File: config.mk
export PLATFORM = sky130hd
export DESIGN_NAME = effects_chain_sequencer
export DESIGN_NICKNAME = d
export VERILOG_FILES = /design/src/rtl/effects_chain_sequencer_pkg.sv /design/src/rtl/effects_chain_sequencer_watchdog.sv /design/src/rtl/effects_chain_sequencer.sv
export SDC_FILE = /design/constraint.sdc
export NUM_CORES = 1
export LEC_CHECK = 0
export ABC_AREA = 1
export BUFFER_PORTS_ARGS = -buffer_cell sky130_fd_sc_hd__buf_2
export CORE_MARGIN = 5
export CORE_UTILIZATION = 45
export DETAILED_ROUTE_END_ITERATION = 7
export PLACE_DENSITY = 0.82
export SKIP_CTS_REPAIR_TIMING = 1
export SLEW_MARGIN = 20
export SYNTH_ARGS = -nofsm -noshare
export SYNTH_HDL_FRONTEND = slang
export SYNTH_HIERARCHICAL = 1
export SYNTH_SLANG_ARGS = --single-unit
File: constraint.sdc
create_clock -name clock -period 1.8 [get_ports clock]
set_input_delay 0.18 -clock clock [delete_from_list [all_inputs] [get_ports clock]]
set_output_delay 0.18 -clock clock [all_outputs]
set_load 0.03 [all_outputs]
File: src/rtl/effects_chain_sequencer_pkg.sv
// Shared definitions for the effects chain sequencer: FSM states, stage
// indices and default sizing.
package effects_chain_sequencer_pkg;

    typedef enum logic [1:0] {
        ST_IDLE   = 2'd0,
        ST_SELECT = 2'd1,
        ST_WAIT   = 2'd2
    } seq_state_t;

    localparam int unsigned STAGE_DELAY       = 0;
    localparam int unsigned STAGE_COMPRESSION = 1;
    localparam int unsigned STAGE_LIMITER     = 2;

    localparam int unsigned DEFAULT_WIDTH      = 12;
    localparam int unsigned DEFAULT_NUM_STAGES = 3;
    localparam int unsigned DEFAULT_TIMEOUT    = 1024;
    localparam int unsigned OVERRUN_W          = 8;

    // Width of a timer counting 0 .. cycles-1 (never narrower than one bit).
    function automatic int unsigned timer_width(input int unsigned cycles);
        return (cycles > 1) ? $clog2(cycles) : 1;
    endfunction

endpackage

File: src/rtl/effects_chain_sequencer_watchdog.sv
// Per-stage hang detector: counts WAIT cycles and flags the final allowed one.
module stage_watchdog
    import effects_chain_sequencer_pkg::*;
#(
    parameter int unsigned TIMEOUT_CYCLES = DEFAULT_TIMEOUT
) (
    input  logic clock,
    input  logic reset,
    input  logic clear,
    input  logic count,
    output logic expired
);

    localparam int unsigned TW = timer_width(TIMEOUT_CYCLES);
    localparam logic [TW-1:0] LAST = TW'(TIMEOUT_CYCLES - 1);

    logic [TW-1:0] timer;

    always_ff @(posedge clock) begin
        if (reset || clear) begin
            timer <= '0;
        end else if (count && !expired) begin
            timer <= timer + 1'b1;
        end
    end

    assign expired = (timer == LAST);

endmodule

File: src/rtl/effects_chain_sequencer.sv
// Runs each captured sample through the enabled effect stages in order and
// presents the result with a one-cycle ready pulse.
module effects_chain_sequencer
    import effects_chain_sequencer_pkg::*;
#(
    parameter int unsigned WIDTH          = DEFAULT_WIDTH,
    parameter int unsigned NUM_STAGES     = DEFAULT_NUM_STAGES,
    parameter int unsigned TIMEOUT_CYCLES = DEFAULT_TIMEOUT
) (
    input  logic                        clock,
    input  logic                        reset,
    input  logic                        playback,
    input  logic                        new_sample_ready,
    input  logic [WIDTH-1:0]            samples_in,
    input  logic [NUM_STAGES-1:0]       stage_enable,
    output logic [NUM_STAGES-1:0]       stage_start,
    output logic [WIDTH-1:0]            stage_sample,
    input  logic [NUM_STAGES-1:0]       stage_done,
    input  logic [NUM_STAGES*WIDTH-1:0] stage_result,
    input  logic                        clear_status,
    output logic [WIDTH-1:0]            sample_out,
    output logic                        sample_ready,
    output logic                        busy,
    output logic [NUM_STAGES-1:0]       stage_fault,
    output logic [OVERRUN_W-1:0]        overrun_count
);

    localparam int unsigned IW = $clog2(NUM_STAGES + 1);

    seq_state_t             state, state_next;
    logic [IW-1:0]          idx, idx_next;
    logic [WIDTH-1:0]       work, work_next;
    logic [NUM_STAGES-1:0]  start_next;
    logic [WIDTH-1:0]       out_next;
    logic                   ready_next;
    logic [NUM_STAGES-1:0]  fault_set;

    logic                   cur_enable;
    logic                   cur_done;
    logic [WIDTH-1:0]       cur_result;
    logic [NUM_STAGES-1:0]  cur_onehot;
    logic                   at_end;
    logic                   expired;
    logic                   overrun_event;

    stage_watchdog #(
        .TIMEOUT_CYCLES(TIMEOUT_CYCLES)
    ) u_watchdog (
        .clock  (clock),
        .reset  (reset),
        .clear  (state != ST_WAIT),
        .count  (state == ST_WAIT),
        .expired(expired)
    );

    // Decode the current stage by comparison so idx == NUM_STAGES never indexes out of range.
    always_comb begin
        cur_enable = 1'b0;
        cur_done   = 1'b0;
        cur_result = '0;
        cur_onehot = '0;
        for (int unsigned i = 0; i < NUM_STAGES; i++) begin
            if (idx == IW'(i)) begin
                cur_enable    = stage_enable[i];
                cur_done      = stage_done[i];
                cur_result    = stage_result[i*WIDTH +: WIDTH];
                cur_onehot[i] = 1'b1;
            end
        end
    end

    assign at_end = (idx == IW'(NUM_STAGES));

    always_comb begin
        state_next = state;
        idx_next   = idx;
        work_next  = work;
        start_next = '0;
        out_next   = sample_out;
        ready_next = 1'b0;
        fault_set  = '0;
        unique case (state)
            ST_IDLE: begin
                if (playback && new_sample_ready) begin
                    work_next  = samples_in;
                    idx_next   = '0;
                    state_next = ST_SELECT;
                end
            end
            ST_SELECT: begin
                if (at_end) begin
                    out_next   = work;
                    ready_next = 1'b1;
                    state_next = ST_IDLE;
                end else if (cur_enable) begin
                    start_next = cur_onehot;
                    state_next = ST_WAIT;
                end else begin
                    idx_next = idx + 1'b1;
                end
            end
            ST_WAIT: begin
                // done takes priority over an expiring timer
                if (cur_done) begin
                    work_next  = cur_result;
                    idx_next   = idx + 1'b1;
                    state_next = ST_SELECT;
                end else if (expired) begin
                    fault_set  = cur_onehot;
                    idx_next   = idx + 1'b1;
                    state_next = ST_SELECT;
                end
            end
            default: state_next = ST_IDLE;
        endcase
    end

    assign overrun_event = playback && new_sample_ready && (state != ST_IDLE);

    always_ff @(posedge clock) begin
        if (reset) begin
            state         <= ST_IDLE;
            idx           <= '0;
            work          <= '0;
            stage_start   <= '0;
            sample_out    <= '0;
            sample_ready  <= 1'b0;
            stage_fault   <= '0;
            overrun_count <= '0;
        end else begin
            state        <= state_next;
            idx          <= idx_next;
            work         <= work_next;
            stage_start  <= start_next;
            sample_out   <= out_next;
            sample_ready <= ready_next;
            if (clear_status) begin
                stage_fault   <= '0;
                overrun_count <= '0;
            end else begin
                stage_fault <= stage_fault | fault_set;
                if (overrun_event && (overrun_count != '1)) begin
                    overrun_count <= overrun_count + 1'b1;
                end
            end
        end
    end

    assign stage_sample = work;
    assign busy         = (state != ST_IDLE);

endmodule

==> results of run 1 <==
## metal layers
| metal | part of all wire [%] | vias up | routed length, um | global-route usage (%) |
|---|---|---|---|---|
| met4 | 1.2 | 0 | 92 | 4.963 |
| met1 | 42 | 1362 | 3087 | 21.03 |
| met5 | 0 | - | 0 | 0 |
| li1 | - | 1591 | - | - |
| met2 | 49 | 119 | 3606 | 31.89 |
| met3 | 8.7 | 11 | 645 | 4.750 |
## placed cells by master (no fill, tap or decap), drive strengths merged
cell type  netlist  final
clkinv           1      2
nand2           95     95
and2             1      1
nand4            2      2
a21oi           42     42
clkbuf           7      5
dfxtp           53     53
xor2             2      2
o21ai           42     42
nand3b           1      1
nor3b            1      1
nor2            91     91
inv             39     41
xnor2            2      2
nor3             4      4
o21a             1      1
buf             11    112
ha              10     10
nand3           28     28
or2              1      1
## sequential cells by signal, summed over array words and instances (netlist names)
| register | count |
|---|---|
| stage_start | 3 |
| sample_ready | 1 |
| idx | 2 |
| u_watchdog/timer | 10 |
| stage_fault | 3 |
| sample_out | 12 |
| overrun_count | 8 |
| stage_sample | 12 |
| state | 2 |
## cell type report
| class | instances | area, sq um |
|---|---|---|
| Sequential cell | 53 | 1062 |
| Timing Repair Buffer | 112 | 624.3 |
| Tap cell | 77 | 96.34 |
| Inverter | 40 | 155.1 |
| Clock buffer | 5 | 68.82 |
| Fill cell | 611 | 2693 |
| Clock inverter | 3 | 28.78 |
| Multi-Input combinational cell | 323 | 1585 |
## logic make-up (layout without fill, tap and decap cells)
logic type / after synthesis / in the layout / share of synthesized area, %
simple gates: 224 / 224 / 33.28
compound gates: 85 / 85 / 15.24
buf+inv: 58 / 160 / 9.470
flops: 53 / 53 / 36.50
fa+ha+maj: 10 / 10 / 4.305
xor+xnor: 4 / 4 / 1.206
## metrics by stage
stage,instances,util [%],setup WS (ns),cell area (sq um),total power [mW]
floorplan,434,-,0.2105,2907,3.382
global placement,602,54.93,0.08004,3468,3.815
detailed placement,602,54.93,0.007976,3468,3.872
CTS,610,56.48,0.01414,3566,4.598
global route,613,57.35,0.001641,3621,5.194
finish,613,57.35,0.1177,3621,4.801
## where the power goes
part           leakage, nW  internal [mW]  switching, mW
registers            0.431           1.36          0.145
logic                 1.28          0.919           1.65
clock network       0.0506          0.292          0.435
## worst max-delay path by stage
| stage | end | start |
|---|---|---|
| after floorplan | overrun_count[3] | overrun_count[1] |
| after global placement | stage_sample[6] | idx[1] |
| after detailed placement | stage_sample[3] | idx[1] |
| after CTS | stage_sample[11] | idx[1] |
| after global routing | stage_sample[4] | state[0] |
| final | stage_sample[5] | idx[1] |
## worst max-delay path, delay by kind of cell, from the launching register on
family | cells | cell delay (ns)
compound gates | 2 | 0.23
fa+ha+maj | 1 | 0.23
buf+inv | 3 | 0.37
flops | 1 | 0.39
simple gates | 5 | 0.40
==> impl_metrics.env, run 1 <==
export IMPL_grt_max_degree=30
export IMPL_worstMarginPinSlew_ns=0.6811
export IMPL_fin_crit_ns=1.682
export IMPL_crit_arrival_ns=1.93
export IMPL_clkTransAtPathRegs_ns=0.10
export IMPL_synth_seq_cells=53
export IMPL_path_cells="inv_1, ha_2, buf_12, nor2_4, buf_12, nand2_1, a21oi_1, o21ai_0, nand2_1, nor2_1, nor2_1"
export IMPL_yosys_top_cells_count="nand2_1, nor2_1, dfxtp_1"
export IMPL_grt_pass1_wl_um=12540
export IMPL_p_leak_nw=1.757
export IMPL_synthCells=434
export IMPL_syn_nets=503
export IMPL_drc=0
export IMPL_synth_edf_count=0
export IMPL_period_share_pct=93.46
export IMPL_clockBufferDepth=2
export IMPL_die_y_um=90.37
export IMPL_fmax_ghz=0.5944
export IMPL_async_flop_share_pct=0
export IMPL_setup_viol=0
export IMPL_cp_slowest_cell="dfxtp_1"
export IMPL_synth_top_cell_area_share_pct=36.50
export IMPL_drt_pass1_iterations=4
export IMPL_grt_pass1_vias=2993
export IMPL_htree_levels=2
export IMPL_antenna_left=0
export IMPL_cpPeakStageDelay_ns=0.39
export IMPL_worstReg2RegStart="idx[1]"
export IMPL_whs_endpoint="sample_ready"
export IMPL_antenna_found_initial=0
export IMPL_vias_per_cell=5.029
export IMPL_ioPinCount=99
export IMPL_cts_root_buf="clkbuf_8"
export IMPL_synth_top_area_cell="dfxtp_1"
export IMPL_coreArea_sq_um=6314
export IMPL_rsz0062_at_grt="false"
export IMPL_hold_ws_ns=0.1680
export IMPL_post_dp_hpwl_um=5774
export IMPL_cts_made_buffers=5
export IMPL_synth_area_per_cell_sq_um=6.697
export IMPL_overflow=0
export IMPL_cts_tree="yes"
export IMPL_diodes=0
export IMPL_dieArea_sq_um=8166
export IMPL_cts_sinks=53
export IMPL_ys_seq_area_share_pct=36.50
export IMPL_initial_core_util_pct=46.04
export IMPL_worst_hold_path_num_cells=2
export IMPL_gp_congestion=0.8684
export IMPL_endpoint_kind="flip-flop"
export IMPL_startpoint_type="flip-flop"
export IMPL_fin_setup_tns_ns=0
export IMPL_areaGrowthSynthToFinish_pct=24.58
export IMPL_worstSetupPathType="flip-flop to flip-flop"
export IMPL_numPortBuffers=98
export IMPL_yosysUniqueCellTypes=33
export IMPL_grt_usage_pct=17.91
export IMPL_ys_warnings_count=6
export IMPL_yosysMostFrequentCell="nand2_1"
export IMPL_min_delay_start="reset"
export IMPL_crit_fanout=13
export IMPL_ys_top_cells_by_area="dfxtp_1, nand2_1, nor2_1"
export IMPL_synthFlopType="dfxtp_1"
export IMPL_hold_viol=0
export IMPL_cp_required_ns=2.05
export IMPL_status="finished clean"
export IMPL_num_rows=29
export IMPL_num_vias=3083
export IMPL_finClkSkew_ns=0.01319
export IMPL_irDropWorstVdd_uv=1163
export IMPL_wire_per_inst_um=12.12
export IMPL_power_density_nw_per_um2=1326
export IMPL_nets=604
export IMPL_slew_viol_final=0
export IMPL_drtIter0Drc=113
export IMPL_r2r_cells=11
export IMPL_reg2reg_slack_ns=0.12
export IMPL_cap_violations=0
export IMPL_die_x_um=90.37
export IMPL_synth_area_sq_um=2907
export IMPL_min_path_type="input port to flip-flop"
export IMPL_wl_um=7431
export IMPL_reg2reg_to="stage_sample[5]"
export IMPL_clk_latency_ns=0.32
export IMPL_drive_gt1_share_pct=27.05
export IMPL_max_slew_margin_pct=54.55
(Power assumes the default switching activity.)
==> inputs of run 2 (changes only) <==
Settings changed: ABC_AREA 1 to 0.
==> run 2 against run 1 <==
Compared with the run above: the flow now finishes with violations (negative setup slack); design area is 7.0% higher; via count shrank 0.58%; sequential cell count is the same; routed wire length grew 21%; synthesized cell count shrank 25%; fmax is 6.7% lower; synthesized area shrank 1.4%; clock-buffer cell count increased by 1; critical path type unchanged; critical endpoint is now idx[1]; largest cell class unchanged.
==> impl_metrics.env, run 2 <==
export IMPL_status="complete, but fails checks"
export IMPL_violations="negative setup slack"
export IMPL_ys_seq_area_share_pct=37.01
export IMPL_startpoint_type="flip-flop"
export IMPL_dieArea_sq_um=8066
export IMPL_fin_crit_ns=1.804
export IMPL_die_y_um=89.81
export IMPL_dp_cells=506
export IMPL_post_dp_hpwl_um=6306
export IMPL_numPortBuffers=98
export IMPL_finClkSkew_ns=0.005054
export IMPL_fin_cells=519
export IMPL_antenna_found_initial=0
export IMPL_setup_viol=1
export IMPL_dpl_cell_area_sq_um=3571
export IMPL_areaGrowthSynthToFinish_pct=35.14
export IMPL_yosysMostFrequentCell="dfxtp_1"
export IMPL_die_x_um=89.81
export IMPL_clk_latency_ns=0.30
export IMPL_irDropWorstVdd_uv=616.0
export IMPL_synth_top_area_cell="dfxtp_1"
export IMPL_crit_fanout=6
export IMPL_hold_viol=0
export IMPL_cp_required_ns=2.02
export IMPL_yosys_top_cells_count="dfxtp_1, nand2_1, a21oi_1"
export IMPL_antenna_left=0
export IMPL_drtIter0Drc=274
export IMPL_max_slew_margin_pct=60.77
export IMPL_cts_sinks=53
export IMPL_cts_made_buffers=5
export IMPL_grt_pass1_wl_um=13860
export IMPL_num_vias=3065
export IMPL_drive_gt1_share_pct=40.05
export IMPL_endpoint_kind="flip-flop"
export IMPL_hold_ws_ns=0.1662
export IMPL_htree_levels=2
export IMPL_worst_slack_ns=-0.003885
export IMPL_clockBufferDepth=2
export IMPL_power_density_nw_per_um2=1104
export IMPL_drc=0
export IMPL_fillers=513
export IMPL_min_path_type="input port to flip-flop"
export IMPL_grt_usage_pct=19.98
export IMPL_synth_top_cell_area_share_pct=37.01
export IMPL_worstMarginPinSlew_ns=0.5857
export IMPL_final_cell_mix="buf_2, dfxtp_1, nand2_1"
export IMPL_fin_setup_tns_ns=-0.003885
export IMPL_grt_pass1_vias=2888
export IMPL_cts_root_buf="clkbuf_8"
export IMPL_synth_seq_cells=53
export IMPL_initial_core_util_pct=45.66
export IMPL_cts_tree="yes"
export IMPL_ioPinCount=99
export IMPL_vias_per_cell=5.906
export IMPL_grt_max_degree=20
export IMPL_wl_um=8961
export IMPL_async_flop_share_pct=0
export IMPL_slew_viol_final=0
export IMPL_crit_arrival_ns=2.03
export IMPL_clkTransAtPathRegs_ns=0.10
export IMPL_gp_congestion=0.8522
export IMPL_wire_per_inst_um=17.27
export IMPL_period_share_pct=100.2
export IMPL_synth_area_per_cell_sq_um=8.820
export IMPL_rsz0062_at_grt="true"
export IMPL_cap_violations=0
export IMPL_nets=511
export IMPL_syn_nets=394
export IMPL_ys_top_cells_by_area="dfxtp_1, nand2_1, ha_1"
export IMPL_pre_cts_ws_ns=-0.2499
export IMPL_fmax_ghz=0.5544
export IMPL_total_power_mw=4.279
export IMPL_synthFlopType="dfxtp_1"
export IMPL_final_common_cell="buf_2"
export IMPL_p_leak_nw=1.644
export IMPL_yosysUniqueCellTypes=57
export IMPL_synth_area_sq_um=2866
export IMPL_drt_pass1_iterations=5
export IMPL_post_route_util_pct=61.71
export IMPL_worstSetupPathType="flip-flop to flip-flop"
export IMPL_synth_edf_count=0
export IMPL_num_rows=29
export IMPL_synthCells=325
export IMPL_ys_warnings_count=6
export IMPL_diodes=0
export IMPL_overflow=0
export IMPL_coreArea_sq_um=6277
export IMPL_finalInstanceArea_sq_um=3874
[run 2: cell types whose count changed in the layout (fill, tap and decap cells not counted), moves of 10 or more]
| cell | change |
|---|---|
| nand2_1 | -49 |
| nand3_1 | -18 |
| a221oi_1 | +10 |
| a21o_1 | +10 |
| buf_4 | +14 |
| o311a_1 | +10 |
| o21ai_0 | -20 |
| inv_1 | -22 |
| a21oi_1 | -21 |
| nor2_1 | -73 |
| mux2i_1 | +10 |
| o2bb2ai_1 | +10 |
[run 2: layout make-up]
type / count / area, sq um / share of cell area, %
Clock inverter: 1 / 7.507 / 0.1938
Inverter: 17 / 72.57 / 1.873
Sequential cell: 53 / 1070 / 27.62
Timing Repair Buffer: 131 / 794.5 / 20.51
Multi-Input combinational cell: 234 / 1750 / 45.19
Tap cell: 77 / 96.34 / 2.487
Clock buffer: 6 / 82.58 / 2.132
[run 2: kinds of logic (layout without fill, tap and decap cells)]
family / Yosys count / after routing / synth area share [%]
AOI/OAI and AO/OA: 111 / 111 / 30.21
xor gates and xnor gates: 6 / 6 / 1.833
adders and majority gates: 10 / 10 / 4.365
buffers and inverters: 38 / 155 / 6.111
DFF: 53 / 53 / 37.01
muxes: 10 / 10 / 3.492
and+or+nand+nor: 97 / 97 / 16.98
[run 2: worst max-delay path: stages, from the launching register on]
cell and delay, ns:
dfxtp_2 0.36, inv_2 0.07, ha_4 0.18, nand3b_1 0.20
a41o_4 0.31, a2111oi_4 0.38, mux2i_1 0.23
[run 2: worst paths after layout]
kind                     to             from  depth (start not counted)  slack, ns
max reg2reg          idx[1]           idx[1]                          6     -0.004
min reg2reg   sample_out[8]    sample_out[8]                          2       0.46
max                  idx[1]           idx[1]                          6     -0.004
min          stage_start[2]  stage_enable[2]                          3       0.17
[run 2: routing by layer]
metal	vias up	part of all wire, %	track usage, %	wire [um]
met5	-	0	0	0
met4	0	2.1	6.927	190
met3	25	7.3	4.758	658
met2	130	49	32.68	4401
met1	1468	41	25.62	3710
li1	1442	-	-	-
[run 2: where the power goes]
group	internal [mW]	switching (mW)
registers	1.30	0.109
clock network	0.305	0.386
logic	0.978	1.20
total	2.58	1.70
